## config.mk

```make
export PLATFORM = sky130hd
export DESIGN_NAME = exe_stage
export DESIGN_NICKNAME = d
export VERILOG_FILES = /design/src/rtl/exe_stage_pkg.sv /design/src/rtl/exe_stage_alu.sv /design/src/rtl/exe_stage.sv
export SDC_FILE = /design/constraint.sdc
export NUM_CORES = 1
export LEC_CHECK = 0
export BUFFER_PORTS_ARGS = -buffer_cell sky130_fd_sc_hd__buf_2
export CORE_ASPECT_RATIO = 2
export CORE_MARGIN = 2
export CORE_UTILIZATION = 57
export CTS_BUF_LIST = sky130_fd_sc_hd__clkbuf_8
export CTS_CLUSTER_DIAMETER = 100
export DETAILED_ROUTE_END_ITERATION = 7
export GPL_TIMING_DRIVEN = 0
export PLACE_DENSITY = 0.83
export SYNTH_ARGS = -nofsm -noshare
export SYNTH_HDL_FRONTEND = slang
export SYNTH_SLANG_ARGS = --single-unit
```

## constraint.sdc

```tcl
create_clock -name clk -period 6.84 [get_ports clk]
set_clock_uncertainty 0.1 [all_clocks]
set_input_delay 0.684 -clock clk [delete_from_list [all_inputs] [get_ports clk]]
set_output_delay 0.684 -clock clk [all_outputs]
set_load 0.01 [all_outputs]
```

## src/rtl/exe_stage_pkg.sv

```systemverilog
// Shared definitions for the execute stage: bus widths, ALU op bit indices,
// store/load type encodings and the packed layouts of the stage buses.
package exe_stage_pkg;

  localparam int DS_TO_ES_BUS_WD = 157;
  localparam int ES_TO_MS_BUS_WD = 74;

  // One-hot ALU operation bit indices.
  localparam int ALU_OP_W = 12;
  localparam int ALU_ADD  = 0;
  localparam int ALU_SUB  = 1;
  localparam int ALU_SLT  = 2;
  localparam int ALU_SLTU = 3;
  localparam int ALU_AND  = 4;
  localparam int ALU_NOR  = 5;
  localparam int ALU_OR   = 6;
  localparam int ALU_XOR  = 7;
  localparam int ALU_SLL  = 8;
  localparam int ALU_SRL  = 9;
  localparam int ALU_SRA  = 10;
  localparam int ALU_LUI  = 11;

  typedef enum logic [1:0] {
    ST_WORD = 2'b00,
    ST_BYTE = 2'b01,
    ST_HALF = 2'b10,
    ST_NONE = 2'b11
  } st_type_e;

  // Load sub-type is only carried through to the memory stage here.
  typedef logic [2:0] ld_type_t;

  // Decode -> execute bus, MSB first.
  typedef struct packed {
    logic [ALU_OP_W-1:0] alu_op;
    logic                load_op;
    ld_type_t            ld_type;
    logic                src1_is_pc;
    logic                src2_is_imm;
    logic                gr_we;
    st_type_e            st_type;
    logic                mem_we;
    logic [4:0]          dest;
    logic [31:0]         imm;
    logic [31:0]         rj_value;
    logic [31:0]         rkd_value;
    logic [31:0]         pc;
    logic                res_from_mem;
    logic                inst_no_dest;
  } ds_to_es_bus_t;

  // Execute -> memory bus, MSB first.
  typedef struct packed {
    logic        res_from_mem;
    ld_type_t    ld_type;
    logic        gr_we;
    logic [4:0]  dest;
    logic [31:0] alu_result;
    logic [31:0] pc;
  } es_to_ms_bus_t;

endpackage

```

## src/rtl/exe_stage_alu.sv

```systemverilog
// Combinational 32-bit ALU driven by a one-hot operation vector.
// An all-zero operation vector yields zero; arithmetic wraps.
module alu
  import exe_stage_pkg::*;
(
  input  logic [ALU_OP_W-1:0] i_alu_op,
  input  logic [31:0]         i_src1,
  input  logic [31:0]         i_src2,
  output logic [31:0]         o_result
);

  logic [31:0] w_add;
  logic [31:0] w_sub;
  logic [31:0] w_slt;
  logic [31:0] w_sltu;
  logic [31:0] w_sll;
  logic [31:0] w_srl;
  logic [31:0] w_sra;

  assign w_add  = i_src1 + i_src2;
  assign w_sub  = i_src1 - i_src2;
  assign w_slt  = {31'd0, ($signed(i_src1) < $signed(i_src2))};
  assign w_sltu = {31'd0, (i_src1 < i_src2)};
  assign w_sll  = i_src1 << i_src2[4:0];
  assign w_srl  = i_src1 >> i_src2[4:0];
  assign w_sra  = $signed(i_src1) >>> i_src2[4:0];

  // AND-OR select of every candidate result by its one-hot op bit.
  always_comb begin
    o_result = 32'd0;
    o_result = ({32{i_alu_op[ALU_ADD ]}} & w_add)
             | ({32{i_alu_op[ALU_SUB ]}} & w_sub)
             | ({32{i_alu_op[ALU_SLT ]}} & w_slt)
             | ({32{i_alu_op[ALU_SLTU]}} & w_sltu)
             | ({32{i_alu_op[ALU_AND ]}} & (i_src1 & i_src2))
             | ({32{i_alu_op[ALU_NOR ]}} & ~(i_src1 | i_src2))
             | ({32{i_alu_op[ALU_OR  ]}} & (i_src1 | i_src2))
             | ({32{i_alu_op[ALU_XOR ]}} & (i_src1 ^ i_src2))
             | ({32{i_alu_op[ALU_SLL ]}} & w_sll)
             | ({32{i_alu_op[ALU_SRL ]}} & w_srl)
             | ({32{i_alu_op[ALU_SRA ]}} & w_sra)
             | ({32{i_alu_op[ALU_LUI ]}} & i_src2);
  end

endmodule

```

## src/rtl/exe_stage.sv

```systemverilog
// Execute stage: latches the decode bus, runs the ALU, issues the data SRAM
// request for loads/stores and feeds destination/result back to decode.
//
// Handshake: an instruction moves from stage A to stage B on a clock edge
// exactly when A's valid and B's allowin are both high at that edge. While
// ms_allowin is low the stage holds its instruction and all outputs stay
// stable; the SRAM request repeats, which is harmless (idempotent).
module exe_stage
  import exe_stage_pkg::*;
(
  input  logic                       clk,
  input  logic                       reset,
  input  logic                       ms_allowin,
  output logic                       es_allowin,
  input  logic                       ds_to_es_valid,
  input  logic [DS_TO_ES_BUS_WD-1:0] ds_to_es_bus,
  output logic                       es_to_ms_valid,
  output logic [ES_TO_MS_BUS_WD-1:0] es_to_ms_bus,
  output logic [4:0]                 es_to_ds_dest,
  output logic                       es_to_ds_load_op,
  output logic [31:0]                es_to_ds_result,
  output logic                       data_sram_en,
  output logic [3:0]                 data_sram_we,
  output logic [31:0]                data_sram_addr,
  output logic [31:0]                data_sram_wdata,
  output logic [31:0]                debug_ex_pc
);

  logic          r_es_valid;
  ds_to_es_bus_t r_bus;

  logic          w_es_ready_go;
  logic [31:0]   w_src1;
  logic [31:0]   w_src2;
  logic [31:0]   w_alu_result;
  logic [3:0]    w_sram_we;
  logic [31:0]   w_sram_wdata;
  es_to_ms_bus_t w_ms_bus;

  // Execute always finishes in one cycle.
  assign w_es_ready_go  = 1'b1;
  assign es_allowin     = !r_es_valid || (w_es_ready_go && ms_allowin);
  assign es_to_ms_valid = r_es_valid && w_es_ready_go;

  // Stage valid: refilled from decode whenever the stage can accept.
  always_ff @(posedge clk) begin
    if (reset) begin
      r_es_valid <= 1'b0;
    end else if (es_allowin) begin
      r_es_valid <= ds_to_es_valid;
    end
  end

  // Stage payload: captured only when a real instruction is accepted.
  always_ff @(posedge clk) begin
    if (reset) begin
      r_bus <= '0;
    end else if (ds_to_es_valid && es_allowin) begin
      r_bus <= ds_to_es_bus;
    end
  end

  assign w_src1 = r_bus.src1_is_pc  ? r_bus.pc  : r_bus.rj_value;
  assign w_src2 = r_bus.src2_is_imm ? r_bus.imm : r_bus.rkd_value;

  alu u_alu (
    .i_alu_op (r_bus.alu_op),
    .i_src1   (w_src1),
    .i_src2   (w_src2),
    .o_result (w_alu_result)
  );

  // Store formatting: byte-lane strobes from the low address bits and
  // replicated write data; misaligned halfwords just ignore addr[0].
  always_comb begin
    w_sram_we    = 4'b0000;
    w_sram_wdata = r_bus.rkd_value;
    case (r_bus.st_type)
      ST_BYTE: w_sram_wdata = {4{r_bus.rkd_value[7:0]}};
      ST_HALF: w_sram_wdata = {2{r_bus.rkd_value[15:0]}};
      default: w_sram_wdata = r_bus.rkd_value;
    endcase
    if (r_es_valid && r_bus.mem_we) begin
      case (r_bus.st_type)
        ST_WORD: w_sram_we = 4'b1111;
        ST_BYTE: w_sram_we = 4'b0001 << w_alu_result[1:0];
        ST_HALF: w_sram_we = w_alu_result[1] ? 4'b1100 : 4'b0011;
        default: w_sram_we = 4'b0000;
      endcase
    end
  end

  assign data_sram_en    = r_es_valid && (r_bus.load_op || r_bus.mem_we);
  assign data_sram_we    = w_sram_we;
  assign data_sram_addr  = w_alu_result;
  assign data_sram_wdata = w_sram_wdata;

  assign w_ms_bus.res_from_mem = r_bus.res_from_mem;
  assign w_ms_bus.ld_type      = r_bus.ld_type;
  assign w_ms_bus.gr_we        = r_bus.gr_we;
  assign w_ms_bus.dest         = r_bus.dest;
  assign w_ms_bus.alu_result   = w_alu_result;
  assign w_ms_bus.pc           = r_bus.pc;
  assign es_to_ms_bus          = w_ms_bus;

  // Decode feedback; the result is only meaningful for non-loads.
  assign es_to_ds_dest    = (r_es_valid && r_bus.gr_we && !r_bus.inst_no_dest) ? r_bus.dest : 5'd0;
  assign es_to_ds_load_op = r_es_valid && r_bus.load_op;
  assign es_to_ds_result  = w_alu_result;

  assign debug_ex_pc = r_bus.pc;

endmodule
```

==> flow_summary_export.csv, run 1 <==
group,metric,value,unit
synth,synth_fa_ha_area_share,7.80,%
synth,synthArstFlopShare,0,%
grt,grt_pass1_vias,21700,
synth,syn_area_per_cell,7.10,um^2
synth,synthSimpleGateAreaFrac,18.3,%
synth,synth_xor_area_share,2.41,%
placed_design,gp_routability_congestion,1.26,
floorplanning,die_x,125,um
synth,synth-edff-count,0,
grt,grt_max_degree,21,
synth,netlist_instances,2352,
synth,synth_compound_area_share,24.5,%
synth,netlist_area,16700,um^2
synth,ys_top_cells_by_area,"dfxtp_1 19%, mux2i_1 11%, nand2_1 11%, a21oi_1 8.5%, ha_1 7.6%",
floorplanning,start_util,57.9,%
floorplanning,die_h,246,um
synth,synth_most_common_cell,"nand2_1",
clock_network,clk_path_buf_depth,2,
synth,synth_top_family_by_area,"compound AO/OA/AOI/OAI gates",
synth,synth_common_cells,"468 x nand2_1, 284 x a21oi_1, 177 x mux2i_1, 158 x dfxtp_1, 150 x buf_4",
synth,synth_seq_area_share,18.9,%
placed_design,dp_hpwl,70600,um
clock_network,htreeDepth,4,
synth,synth_ff_type,"dfxtp_1",
synth,synth_mux_area_share,14.6,%
grt,grt_pass1_wl,135000,um
run_status,lastStage,"global routing",
synth,yosys.area.top_type_share,18.9,%
placed_design,port_buffers,374,
floorplanning,num_rows,88,
clock_network,cts_hold_buf,0,
grt,track_usage,57.7,%
synth,yosys_warnings,0,
run_status,error_line,"[ERROR GRT-0116] Global routing finished with congestion. Check the congestion regions in the DRC Viewer.",
synth,synthesis.nets,2616,
grt,grt_overflow,9,
run_status,status,"aborted with a tool error",
synth,synth_cell_types,72,
clock_network,clock-sinks,158,
placed_design,dpl.cell_count,3086,
clock_network,cts_inserted_buffers,17,
synth,ys_ff_latch,158,
placed_design,pre_cts_ws,-1040,ps
clock_network,cts-root-buf,"clkbuf_8",
synth,yosysTopAreaCell,"dfxtp_1",
floorplanning,io-pin-count,376,
per-stage QoR:
step	instance area, um^2	hold WS (ps)
after CTS	19500	322
after detailed placement	19000	346
after global placement	19000	338
after floorplan	16700	333
timing repair:
item                       CTS
pin swaps                    2
buffers inserted             5
cloned                       0
setup endpoints to repair   78
hold endpoints to repair     0
resized for setup           24
kinds of logic after synthesis:
kind of cell,after synthesis
mux,227
compound gates,647
buf+inv,433
fa+ha+maj,103
simple gates,738
xor+xnor,46
flops,158
layer usage:
layer  overflow  global-route usage (%)
met4          3                    64.9
met3          0                    24.6
met5          0                   0.980
met1          0                    54.4
met2          6                    88.2
==> inputs of run 2 (changes only) <==
--- a/config.mk
+++ b/config.mk
@@ -6,14 +6,11 @@
 export NUM_CORES = 1
 export LEC_CHECK = 0
 export BUFFER_PORTS_ARGS = -buffer_cell sky130_fd_sc_hd__buf_2
-export CORE_ASPECT_RATIO = 2
 export CORE_MARGIN = 2
-export CORE_UTILIZATION = 57
-export CTS_BUF_LIST = sky130_fd_sc_hd__clkbuf_8
-export CTS_CLUSTER_DIAMETER = 100
+export CORE_UTILIZATION = 40
 export DETAILED_ROUTE_END_ITERATION = 7
 export GPL_TIMING_DRIVEN = 0
-export PLACE_DENSITY = 0.83
+export PLACE_DENSITY_LB_ADDON = 0.15
 export SYNTH_ARGS = -nofsm -noshare
 export SYNTH_HDL_FRONTEND = slang
 export SYNTH_SLANG_ARGS = --single-unit
==> run 2 against run 1 <==
Against the previous run:
- the flow now finishes without violations
- synthesized area did not move
- synthesized cell count stayed put
==> flow_summary_export.csv, run 2 <==
group,metric,value,unit
run_status,status,"completed",
route,wirelength_met1,35800,um
floorplanning,num_rows,74,
setup_path,end_kind,"output pin",
synth,synth-edff-count,0,
synth,synth_ff_type,"dfxtp_1",
final_layout,largest_reg_flops,115,
sta,maxSlewHeadroom,7.34,%
final_layout,nNetsFinal,2999,
setup_path,path_max_fanout,10,
clock_network,clock-sinks,158,
grt,grt_overflow,0,
route,drt-pass1-iter-count,8,
clock_network,insertion_delay,450,ps
route,vias_per_cell,6.09,
clock_network,cts_hold_buf,0,
clock_network,cts_tree,"done",
flow_run,cap_violations,0,
grt,grt_max_degree,30,
placed_design,dp_hpwl,75100,um
final_layout,n_antenna_cell,0,
route,drtIter0Drc,2254,
sta,hold_viol_final,0,
sta,hold_ws,354,ps
pwr,leakage,9.25,nW
floorplanning,start_util,40.7,%
route,wl_per_cell,28.2,um
synth,synth_seq_area_share,18.9,%
grt,grt_pass1_vias,18900,
pwr,p_per_area,202,nW/um^2
final_layout,areaGrowthSynthToFinish,19.4,%
placed_design,gp_routability_congestion,1.06,
route,remaining_drc_errors,0,
clock_network,cts-root-buf,"clkbuf_16",
final_layout,drive_above_1_share,24.3,%
final_layout,final_common_cell,"nand2_1",
clock_network,cts_inserted_buffers,17,
grt,grt_pass1_wl,130000,um
route,wl_met3,9120,um
synth,yosysTopAreaCell,"dfxtp_1",
setup_path,worstPathArrival,6040,ps
hold_path,hold_depth,2,
floorplanning,core-area,41000,um^2
setup_path,rr_startpoint,"r_bus[156]$_SDFFE_PP0P_",
route,wl,92300,um
grt,antenna_found_initial,0,
sta,max_freq,146,MHz
setup_path,start_kind,"flip-flop",
synth,syn_area_per_cell,7.10,um^2
synth,yosys.area.top_type_share,18.9,%
setup_path,rr_worst_depth,4,
grt,track_usage,41.1,%
synth,synth_common_cells,"468 x nand2_1, 284 x a21oi_1, 177 x mux2i_1, 158 x dfxtp_1, 150 x buf_4",
floorplanning,design.die.area,43400,um^2
synth,synthArstFlopShare,0,%
sta,min_period_over_period,99.8,%
placed_design,place_area,19200,um^2
sta,post-route-min-period,6830,ps
route,dr.max_layer_used,"met4",
synth,ys_top_cells_by_area,"dfxtp_1 19%, mux2i_1 11%, nand2_1 11%, a21oi_1 8.5%, ha_1 7.6%",
setup_path,r2r-end,"r_bus[156]$_SDFFE_PP0P_",
setup_path,rrSetupSlack,4090,ps
floorplanning,die_h,208,um
sta,slew_violations,0,
synth,synth_most_common_cell,"nand2_1",
hold_path,hold_path.class,"flip-flop to flip-flop",
hold_path,hold_end,"r_bus[110]$_SDFFE_PP0P_",
synth,yosys_warnings,0,
final_layout,top_register,"r_bus",
placed_design,port_buffers,374,
synth,synthesis.nets,2616,
synth,synth_cell_types,72,
hold_path,hp-start,"r_bus[110]$_SDFFE_PP0P_",
placed_design,pre_cts_ws,-1440,ps
synth,ys_ff_latch,158,
route,vias,20000,
setup_path,required,6060,ps
floorplanning,die_x,208,um
sta,setup_slack,13.2,ps
sta,worst_pin_slew,1350,ps
route,drtAntennaViolNets,0,
clock_network,clk_path_buf_depth,2,
floorplanning,io-pin-count,376,
final_layout,final_cell_mix,"468 x nand2_1, 395 x buf_2, 282 x a21oi_1",
synth,netlist_instances,2352,
synth,netlist_area,16700,um^2
clock_network,htreeDepth,4,
setup_path,path_class,"flip-flop to output pin",
pwr,ir_drop,0.000187,V
final_layout,final_area,20000,um^2
clock_network,clkTransAtPathRegs,70,ps
route,dr_wl_met2,41700,um
sta,setup-violations-final,0,
[run 2: cell counts after synthesis]
No cell type changed its count.
[run 2: routing by layer]
| metal | global-route usage, % | up-vias |
|---|---|---|
| li1 | - | 8838 |
| met1 | 50.3 | 9519 |
| met4 | 22.6 | 0 |
| met2 | 66.3 | 1334 |
| met3 | 9.62 | 273 |
| met5 | 0 | - |
[run 2: logic make-up after synthesis]
logic type / Yosys count / share of synthesized area (%)
AOI/OAI and AO/OA: 647 / 24.5
xor gates and xnor gates: 46 / 2.41
adders and majority gates: 103 / 7.80
buffers and inverters: 433 / 13.5
DFF: 158 / 18.9
muxes: 227 / 14.6
and+or+nand+nor: 738 / 18.3
[run 2: final cells by class]
cell class / count / area, um^2
fill: 4225 / 21100
multi-input combinational: 1761 / 11400
sequential: 158 / 3160
timing repair buffer: 376 / 1890
buffer: 307 / 1800
tap: 532 / 666
clock buffer: 18 / 429
inverter: 114 / 428
clock inverter: 13 / 135
[run 2: worst max-delay path by stage]
stage / startpoint / to / cells past startpoint
after floorplan: r_bus[139]$_SDFFE_PP0P_ / es_to_ds_result[25] / 17
after global placement: r_bus[139]$_SDFFE_PP0P_ / es_to_ds_result[23] / 18
after detailed placement: r_bus[139]$_SDFFE_PP0P_ / es_to_ms_bus[55] / 18
after CTS: r_bus[36]$_SDFFE_PP0P_ / es_to_ds_result[28] / 18
after global routing: r_bus[139]$_SDFFE_PP0P_ / es_to_ms_bus[50] / 19
final: r_bus[140]$_SDFFE_PP0P_ / es_to_ms_bus[59] / 15
[run 2: where the power goes]
| group | leakage [nW] | total [W] | switching, W | internal [W] |
|---|---|---|---|---|
| Sequential | 1.30 | 0.00104 | 0.0000666 | 0.000975 |
| Clock | 0.263 | 0.000931 | 0.000425 | 0.000507 |
| Combinational | 7.69 | 0.00205 | 0.00128 | 0.000769 |
[run 2: worst max-delay path, stage by stage, from the launching register on]
cell	delay, ps
dfxtp_1	320
buf_6	170
buf_12	190
mux2i_4	590
clkinv_1	690
and2_1	380
clkbuf_1	320
nand2_1	190
clkbuf_1	700
o2111ai_1	280
a21oi_1	270
o311ai_0	180
a31oi_1	520
o2111ai_1	350
buf_4	250
buf_2	130
[run 2: timing repair]
item / CTS / global route
cloned: 0 / 0
buffers inserted: 1 / 1
pin swaps: 1 / 1
setup endpoints to repair: 81 / 48
gates resized for setup: 33 / 15
[run 2: per-stage QoR]
stage               utilization [%]  power [W]  setup TNS (ps)  std cells
finish                         48.6    0.00402               0       3279
global route                   48.6    0.00416           -16.5       3279
CTS                            48.5    0.00395               0       3283
detailed placement             46.9    0.00302          -59880       3258
global placement               46.9    0.00301          -67480       3258
floorplan                         -    0.00225               0       2352
Power figures use the tool's default switching activity.
